$ cat src/rtl/pipe_stage_ctrl.sv
// pipe_stage_ctrl: valid tracking and clock-enable sequencing for the IF/ID/EX/MEM/WB stage registers.
// Optional retire/stall performance counters are built when PIPE_STAGE_CTRL_PERF_EN is defined.
module pipe_stage_ctrl #(
  parameter int NSTAGES = 5,
  parameter int CNT_W   = 32
) (
  input  logic               CLK,
  input  logic               RST_N,
  input  logic               en,
  input  logic               fetch_valid,
  output logic               fetch_ready,
  input  logic [NSTAGES-1:0] hold,
  input  logic               flush,
  input  logic [NSTAGES-1:0] flush_mask,
  output logic [NSTAGES-1:0] stage_ce,
  output logic [NSTAGES-1:0] stage_valid,
  output logic               retire
`ifdef PIPE_STAGE_CTRL_PERF_EN
  ,
  output logic [CNT_W-1:0]   retire_count,
  output logic [CNT_W-1:0]   stall_count
`endif
);

  if (NSTAGES < 2 || CNT_W < 1) begin : g_param_check
    $error("pipe_stage_ctrl: NSTAGES must be >= 2 and CNT_W >= 1");
  end

  logic [NSTAGES-1:0] valid;
  logic [NSTAGES-1:0] valid_nxt;
  logic [NSTAGES-1:0] kill;
  logic [NSTAGES-1:0] leave;
  logic [NSTAGES-1:0] acc;
  logic [NSTAGES-1:0] in_v;
  logic [NSTAGES-1:0] ce_raw;

  assign kill = flush ? flush_mask : '0;

  // Room propagates from the tail backward: a stage can take new data if it is
  // empty, is being flushed, or its occupant moves on this cycle.
  always_comb begin
    logic room;
    room  = 1'b1;
    leave = '0;
    acc   = '0;
    for (int i = NSTAGES - 1; i >= 0; i--) begin
      leave[i] = valid[i] & ~hold[i] & ~kill[i] & room;
      room     = ~valid[i] | leave[i] | kill[i];
      acc[i]   = room;
    end
  end

  assign in_v   = {valid[NSTAGES-2:0] & ~hold[NSTAGES-2:0] & ~kill[NSTAGES-2:0],
                   fetch_valid & ~kill[0]};
  assign ce_raw = {NSTAGES{en}} & acc & in_v & ~kill;

  assign stage_ce    = RST_N ? ce_raw : '0;
  assign fetch_ready = RST_N & en & acc[0] & ~kill[0];
  assign retire      = RST_N & en & leave[NSTAGES-1];
  assign stage_valid = valid;

  // Flush wins over everything, including a frozen pipe.
  always_comb begin
    valid_nxt = valid;
    for (int i = 0; i < NSTAGES; i++) begin
      if (kill[i]) begin
        valid_nxt[i] = 1'b0;
      end else if (!en) begin
        valid_nxt[i] = valid[i];
      end else if (ce_raw[i]) begin
        valid_nxt[i] = 1'b1;
      end else if (leave[i]) begin
        valid_nxt[i] = 1'b0;
      end else begin
        valid_nxt[i] = valid[i];
      end
    end
  end

  always_ff @(posedge CLK or negedge RST_N) begin
    if (!RST_N) begin
      valid <= '0;
    end else begin
      valid <= valid_nxt;
    end
  end

`ifdef PIPE_STAGE_CTRL_PERF_EN
  logic stall_evt;

  // A stall is a presented fetch that is refused for any reason other than a flush.
  assign stall_evt = en & fetch_valid & ~fetch_ready & ~flush;

  always_ff @(posedge CLK or negedge RST_N) begin
    if (!RST_N) begin
      retire_count <= '0;
      stall_count  <= '0;
    end else begin
      if (retire) begin
        retire_count <= retire_count + CNT_W'(1);
      end
      if (stall_evt) begin
        stall_count <= stall_count + CNT_W'(1);
      end
    end
  end
`endif

endmodule
$ cat config.mk
export PLATFORM = sky130hd
export DESIGN_NAME = pipe_stage_ctrl
export DESIGN_NICKNAME = d
export VERILOG_FILES = /design/src/rtl/pipe_stage_ctrl.sv
export SDC_FILE = /design/constraint.sdc
export NUM_CORES = 1
export LEC_CHECK = 0
export ABC_AREA = 1
export ABC_CLOCK_PERIOD_IN_PS = 2200
export CORE_AREA = 2 2 39 41
export DETAILED_ROUTE_END_ITERATION = 7
export DIE_AREA = 0 0 41 43
export PLACE_DENSITY = 0.76
export SYNTH_ARGS = -nofsm -noshare
export SYNTH_HDL_FRONTEND = slang
export SYNTH_SLANG_ARGS = --single-unit
$ cat constraint.sdc
create_clock -name CLK -period 2.2 [get_ports CLK]
set_clock_uncertainty 0.2 [all_clocks]
set_input_delay 0.33 -clock CLK [delete_from_list [all_inputs] [get_ports CLK]]
set_output_delay 0.33 -clock CLK [all_outputs]
set_load 0.005 [all_outputs]
==> results of run 1 <==
-- kinds of logic (layout without fill, tap and decap cells) --
| logic type | count (synthesis) | count (layout) |
|---|---|---|
| buffers and inverters | 13 | 64 |
| AND/OR/NAND/NOR | 42 | 42 |
| flip-flops | 5 | 5 |
| AO/OA/AOI/OAI | 6 | 6 |
-- worst max-delay path, stage by stage --
cell,delay (ns)
clkdlybuf4s50_1,0.40
nand2_1,0.09
inv_1,0.07
buf_4,0.14
nor2_1,0.20
nand2_4,0.09
nand2_4,0.08
a21oi_2,0.06
buf_2,0.13
-- final cells by class --
type	instances	area [um^2]
Fill cell	128	479.2
Timing Repair Buffer	48	396.6
Multi-Input combinational cell	48	291.5
Sequential cell	5	125.1
Inverter	12	45.04
Clock buffer	4	26.28
Tap cell	16	20.02
-- power by group through the flow --
stage | Clock, uW | Sequential, uW | Combinational, uW
final | 118 | 112 | 168
after global routing | 125 | 115 | 183
after CTS | 117 | 112 | 154
after detailed placement | 0 | 113 | 146
after global placement | 0 | 112 | 143
after floorplan | 0 | 114 | 52.7
-- layer usage --
metal | global-route usage, % | wire (um)
met1 | 20.58 | 604
met2 | 35.31 | 855
met3 | 4.712 | 102
met4 | 10.67 | 25
met5 | 0 | 0
-- synthesized netlist by cell type, drive strengths merged --
cell type | n | area (um^2)
clkbuf | 1 | 3.750
o31ai | 1 | 7.510
dfrtp | 5 | 125.1
nand3 | 4 | 25.02
nand2 | 20 | 82.58
nor2 | 11 | 46.29
nand4 | 3 | 18.77
inv | 12 | 45.04
nor3 | 4 | 25.02
o211ai | 1 | 7.510
a21oi | 2 | 10.01
o21ai | 2 | 10.01
-- stage by stage --
step                      hold WS (ns)  cells
after global routing            0.1020    133
after global placement          0.3616    123
after detailed placement        0.3732    123
after floorplan                -0.1656     66
after CTS                      0.07456    133
final                          0.07252    133
-- how the worst min path moves through the flow --
stage                endpoint  slack, ns  depth (start not counted)
3_3_place_gp   stage_valid[3]       0.36                          2
2_1_floorplan  stage_valid[0]      -0.17                          0
5_1_grt        stage_valid[4]       0.10                          2
3_5_place_dp   stage_valid[3]       0.37                          2
4_1_cts        stage_valid[4]       0.07                          2
6_report       stage_valid[4]       0.07                          2
-- timing repair --
item	4_1_cts	5_1_grt
setup buffers	7	0
gates resized for setup	34	12
pin swaps	13	2
endpoints found under the setup margin	7	7
hold buffers	0	0
==> results.md, run 1 <==
- Critical path type: in2out
- PortBufs: 26
- Arr. time, crit path: approximately 1.6 ns
- Crit path capture: fetch_ready
- Final Cell Area: just over 900 um^2
- Wire length per cell: ~12 um
- Total GRT Usage: 20.28%
- CTS tree: built
- Drc violations: 0
- Drt total wl: 1.587 mm
- Largest family of logic cells by synthesized area: simple AND/OR/NAND/NOR gates
- Final core utilization: around 65%
- Gp weighted congestion: about 0.82
- Final HPWL from detailed placement: roughly 1.0 mm
- Leakage Power: 0.0004657 uW
- Most frequent cells in the layout: buf_4 (22), nand2_1 (12), clkdlybuf4s50_1 (12), inv_1 (11), dlygate4sd2_1 (7)
- Layout cell share with drive strength beyond 1: 43.59%
- Syn avg cell area: around 6.2 um^2
- Yosys warning count: 0
- Worst Setup SP: flush_mask[1]
- Global route total overflow: 0
- Rows: 14
- Fraction of synthesized area in multiplexers: 0%
- Status: finished clean
- Pre-CTS worst setup slack: -0.6562 ns
- Min-Delay Path Class: in2async
- Reg2reg start: stage_valid[2]
- Max-slew violations: 0
- Die Ht: 43 um
- Ratio of final minimum period to clock period: a little over nine tenths
- Vias in the first global route: 614
- Design Power: about 400 uW
- Setup violations, final: 0
- DR vias/cell: roughly 5.0
- Highest Clock Rate: approximately 0.47 GHz
- Post-Syn Area: between 400 and 500 um^2
- CP startpoint kind: input pin
- Post-Syn Nets: between 80 and 90
- Starting Density: a little under 30%
- Full die area: approximately 1800 um^2
- Largest net degree at the start of global routing: 8
- Worst r2r dst: stage_valid[0]
- Layout overhead on the synthesized area: 122.5%
- Die Width: 41 um
- Worst reg2reg path depth: 11
- Fin crit period: ~2.1 ns
- Post-Synth Adder-Cell Area: 0%
- Clk pwr share: between 20 and 30%
- Total CTS buffers: 3
- Placed inst area: 803.3 um^2
- Synth Area in Compound Gates: 8.615%
- Clock Path Buffers: 2
- Root Buffer Master: clkbuf_4
- Clock-pin slew on the worst setup and hold paths: approximately 0.060 ns
- Max Cap Viol: 0
- First-pass GRT wire length: between 2 and 2.5 mm
- Synth unique cells: 16
- Setup ws final: between 0.05 and 0.06 ns
- Max rail drop VDD: around 0.00018 V
- CTS Sinks: 5
- Post-Synth Simple-Gate Area: between 40% and 50%
- Drt initial violations: 17
- Internal: 263.2 uW
- Post-route antenna net violation count: 0
- Setup TNS Final: 0 ns
- Nets@finish: 133
- Worst Tran Pin Value: ~0.30 ns
- Skew-Pair Late Insertion Delay: 0.25 ns
- Max FFs per register: 5
- CP Data Required Time: 1.67 ns
- Worst setup EP type: output pin
- Synth Register Bits: 5
- Switching Fraction: between 30 and 40%
- Pwr per Cell Area: 440.1 nW/um^2
- Sequential Power Share: 28.1%
- Combinational share of power: about 42%
- CP Max Fanout: 3
- Seq/Total Area, Yosys: approximately 31%
- Num ports: 27
- Slew margin rel.: 80.14%
- Mapped Cells: 66
- Initial antenna violation count: 0
- Flop-to-flop setup slack: ~0.7 ns
- H-tree depth: 1
- Reported net switching power: 134.9 uW
- Final Hold Viols: 0
- Core Region: roughly 1400 um^2
- Most common cell after layout, fill and taps aside: buf_4
- Xor/xnor share of the synthesized area: 0%
- TritonRoute pass-1 iters: 4
- Via Count: 660
- Antenna cells: 0
Power figures use the tool's default switching activity.
==> inputs of run 2 (changes only) <==
Settings changed: RECOVER_POWER from default to 100, SLEW_MARGIN from default to 40.
==> results.md, run 2 (synthesis results as in run 1) <==
- Status: finished clean (unchanged)
- Max FFs per register: 5 (unchanged)
- Setup TNS Final: 0 ns (unchanged)
- Clock-pin slew on the worst setup and hold paths: 0.06 ns (about the same)
- Drc violations: 0 (unchanged)
- Core Region: 1384 um^2 (unchanged)
- CP Max Fanout: 3 (unchanged)
- Most frequent cells in the layout: buf_4 (19), nand2_1 (12), inv_1 (11), dlygate4sd2_1 (7), clkdlybuf4s50_1 (7) (was buf_4 (22), nand2_1 (12), clkdlybuf4s50_1 (12), inv_1 (11), dlygate4sd2_1 (7))
- Nets@finish: 133 (unchanged)
- Worst Tran Pin Value: 0.3038 ns (was 0.2963 ns)
- Worst Hold Slack: 0.07437 ns (was 0.07252 ns)
- Final Hold Viols: 0 (unchanged)
- Antenna cells: 0 (unchanged)
- Num ports: 27 (unchanged)
- Die Width: 41 um (unchanged)
- Total CTS buffers: 3 (unchanged)
- Skew-Pair Late Insertion Delay: 0.25 ns (about the same)
- Die Ht: 43 um (unchanged)
- DR vias/cell: 4.902 (was 4.962)
- Layout cell share with drive strength beyond 1: 41.03% (was 43.59%)
- Pwr per Cell Area: 437.4 nW/um^2 (was 440.1 nW/um^2)
- Layout overhead on the synthesized area: 120.0% (was 122.5%)
- Total GRT Usage: 20.28% (unchanged)
- Rows: 14 (unchanged)
- Max-slew violations: 0 (unchanged)
- CTS Sinks: 5 (unchanged)
- CP max stage cell: clkdlybuf4s50_1 (unchanged)
- Setup violations, final: 0 (unchanged)
- Highest Clock Rate: 0.4670 GHz (was 0.4669 GHz)
- Leakage Power: 0.0004687 uW (was 0.0004657 uW)
- Clock Path Buffers: 2 (unchanged)
- Vias in the first global route: 614 (unchanged)
- Drt total wl: 1.588 mm (was 1.587 mm)
- TritonRoute pass-1 iters: 4 (unchanged)
- Slew margin rel.: 79.64% (was 80.14%)
- First-pass GRT wire length: 2.387 mm (unchanged)
- Root Buffer Master: clkbuf_4 (unchanged)
- Arr. time, crit path: 1.61 ns (about the same)
- CP Cell Sequence: clkdlybuf4s50_1 > nand2_1 > inv_1 > buf_4 > nor2_1 > nand2_4 > nand2_4 > a21oi_2 > buf_2 (unchanged)
- Full die area: 1763 um^2 (unchanged)
- Min-Delay Path Class: in2async (unchanged)
- CP Data Required Time: 1.67 ns (about the same)
- Max rail drop VDD: 0.0001756 V (was 0.0001775 V)
- PortBufs: 26 (unchanged)
- Critical Path Most Common Cell: nand2_4 (unchanged)
- Ratio of final minimum period to clock period: 97.33% (was 97.36%)
- Global route total overflow: 0 (unchanged)
- Critical path type: in2out (unchanged)
- Final HPWL from detailed placement: 1.044 mm (unchanged)
- Starting Density: 29.39% (unchanged)
- Fin crit period: 2.141 ns (was 2.142 ns)
- Largest net degree at the start of global routing: 8 (unchanged)
- Wire length per cell: 11.94 um (was 11.93 um)
- Post-route antenna net violation count: 0 (unchanged)
- Initial antenna violation count: 0 (unchanged)
- Via Count: 652 (was 660)
- Drt initial violations: 17 (unchanged)
- CP startpoint kind: input pin (unchanged)
- CTS tree: built (unchanged)
- Most common cell after layout, fill and taps aside: buf_4 (unchanged)
- H-tree depth: 1 (unchanged)
- Gp weighted congestion: 0.8162 (unchanged)
- Max Cap Viol: 0 (unchanged)
- Slowest stage delay, CP: 0.40 ns (about the same)
- Worst setup EP type: output pin (unchanged)
-- run 2: cell count changes in the layout (fill, tap and decap cells not counted), sizes merged --
cell	before	now
buf	27	22
clkbuf	4	9
clkdlybuf4s50	12	7
dlygate4sd3	0	5
-- run 2: repair_timing --
action,4_1_cts,5_1_grt
hold endpoints to repair,0,0
pin swaps,13,2
cloned,0,0
hold buffers,0,0
gates resized for setup,34,12
endpoints found under the setup margin,7,7
buffers inserted,7,0
-- run 2: per-layer routing --
metal / up-vias / track usage [%] / part of all wire (%)
met5: - / 0 / 0
met4: 0 / 10.67 / 0.82
met3: 2 / 4.712 / 5.7
met2: 24 / 35.31 / 55
met1: 316 / 20.58 / 39
li1: 310 / - / -
-- run 2: final cells by class --
cell class	instances	area [um^2]
Fill cell	132	489.2
Tap cell	16	20.02
Clock buffer	4	26.28
Multi-Input combinational cell	48	286.5
Sequential cell	5	125.1
Timing Repair Buffer	48	391.6
Inverter	12	45.04
-- run 2: report_power, final --
part / total [uW] / switching [uW] / internal, uW
logic: 161 / 77.3 / 84.1
registers: 111 / 7.27 / 104
clock network: 119 / 49.3 / 69.3
-- run 2: worst max-delay path, delay by kind of cell --
family / cells / cell delay [ns]
buf+inv: 4 / 0.74
simple gates: 4 / 0.46
compound gates: 1 / 0.06
-- run 2: worst paths after layout --
check | from | end | slack (ns) | depth (start not counted)
setup / recovery | flush_mask[1] | stage_ce[0] | 0.06 | 9
hold / removal | RST_N | stage_valid[1] | 0.07 | 2
setup reg to reg | stage_valid[2] | stage_valid[0] | 0.71 | 11
hold reg to reg | stage_valid[3] | stage_valid[3] | 0.38 | 2
max in group asynchronous | RST_N | stage_valid[2] | 1.55 | 2
min in group CLK | hold[4] | stage_valid[4] | 0.26 | 3
-- run 2: stage by stage --
stage                     setup WS [ns]  utilization (%)  power (uW)  std cells  cell area [um^2]
after global routing          -0.006710            64.65       415.5        133             894.6
final                           0.05865            64.65       391.3        133             894.6
after CTS                      0.003978            63.02       383.1        133             872.1
after global placement          -0.5944            58.05       255.6        123             803.3
after floorplan                  0.5431                -       166.3         66             406.6
after detailed placement        -0.6562            58.05       258.9        123             803.3
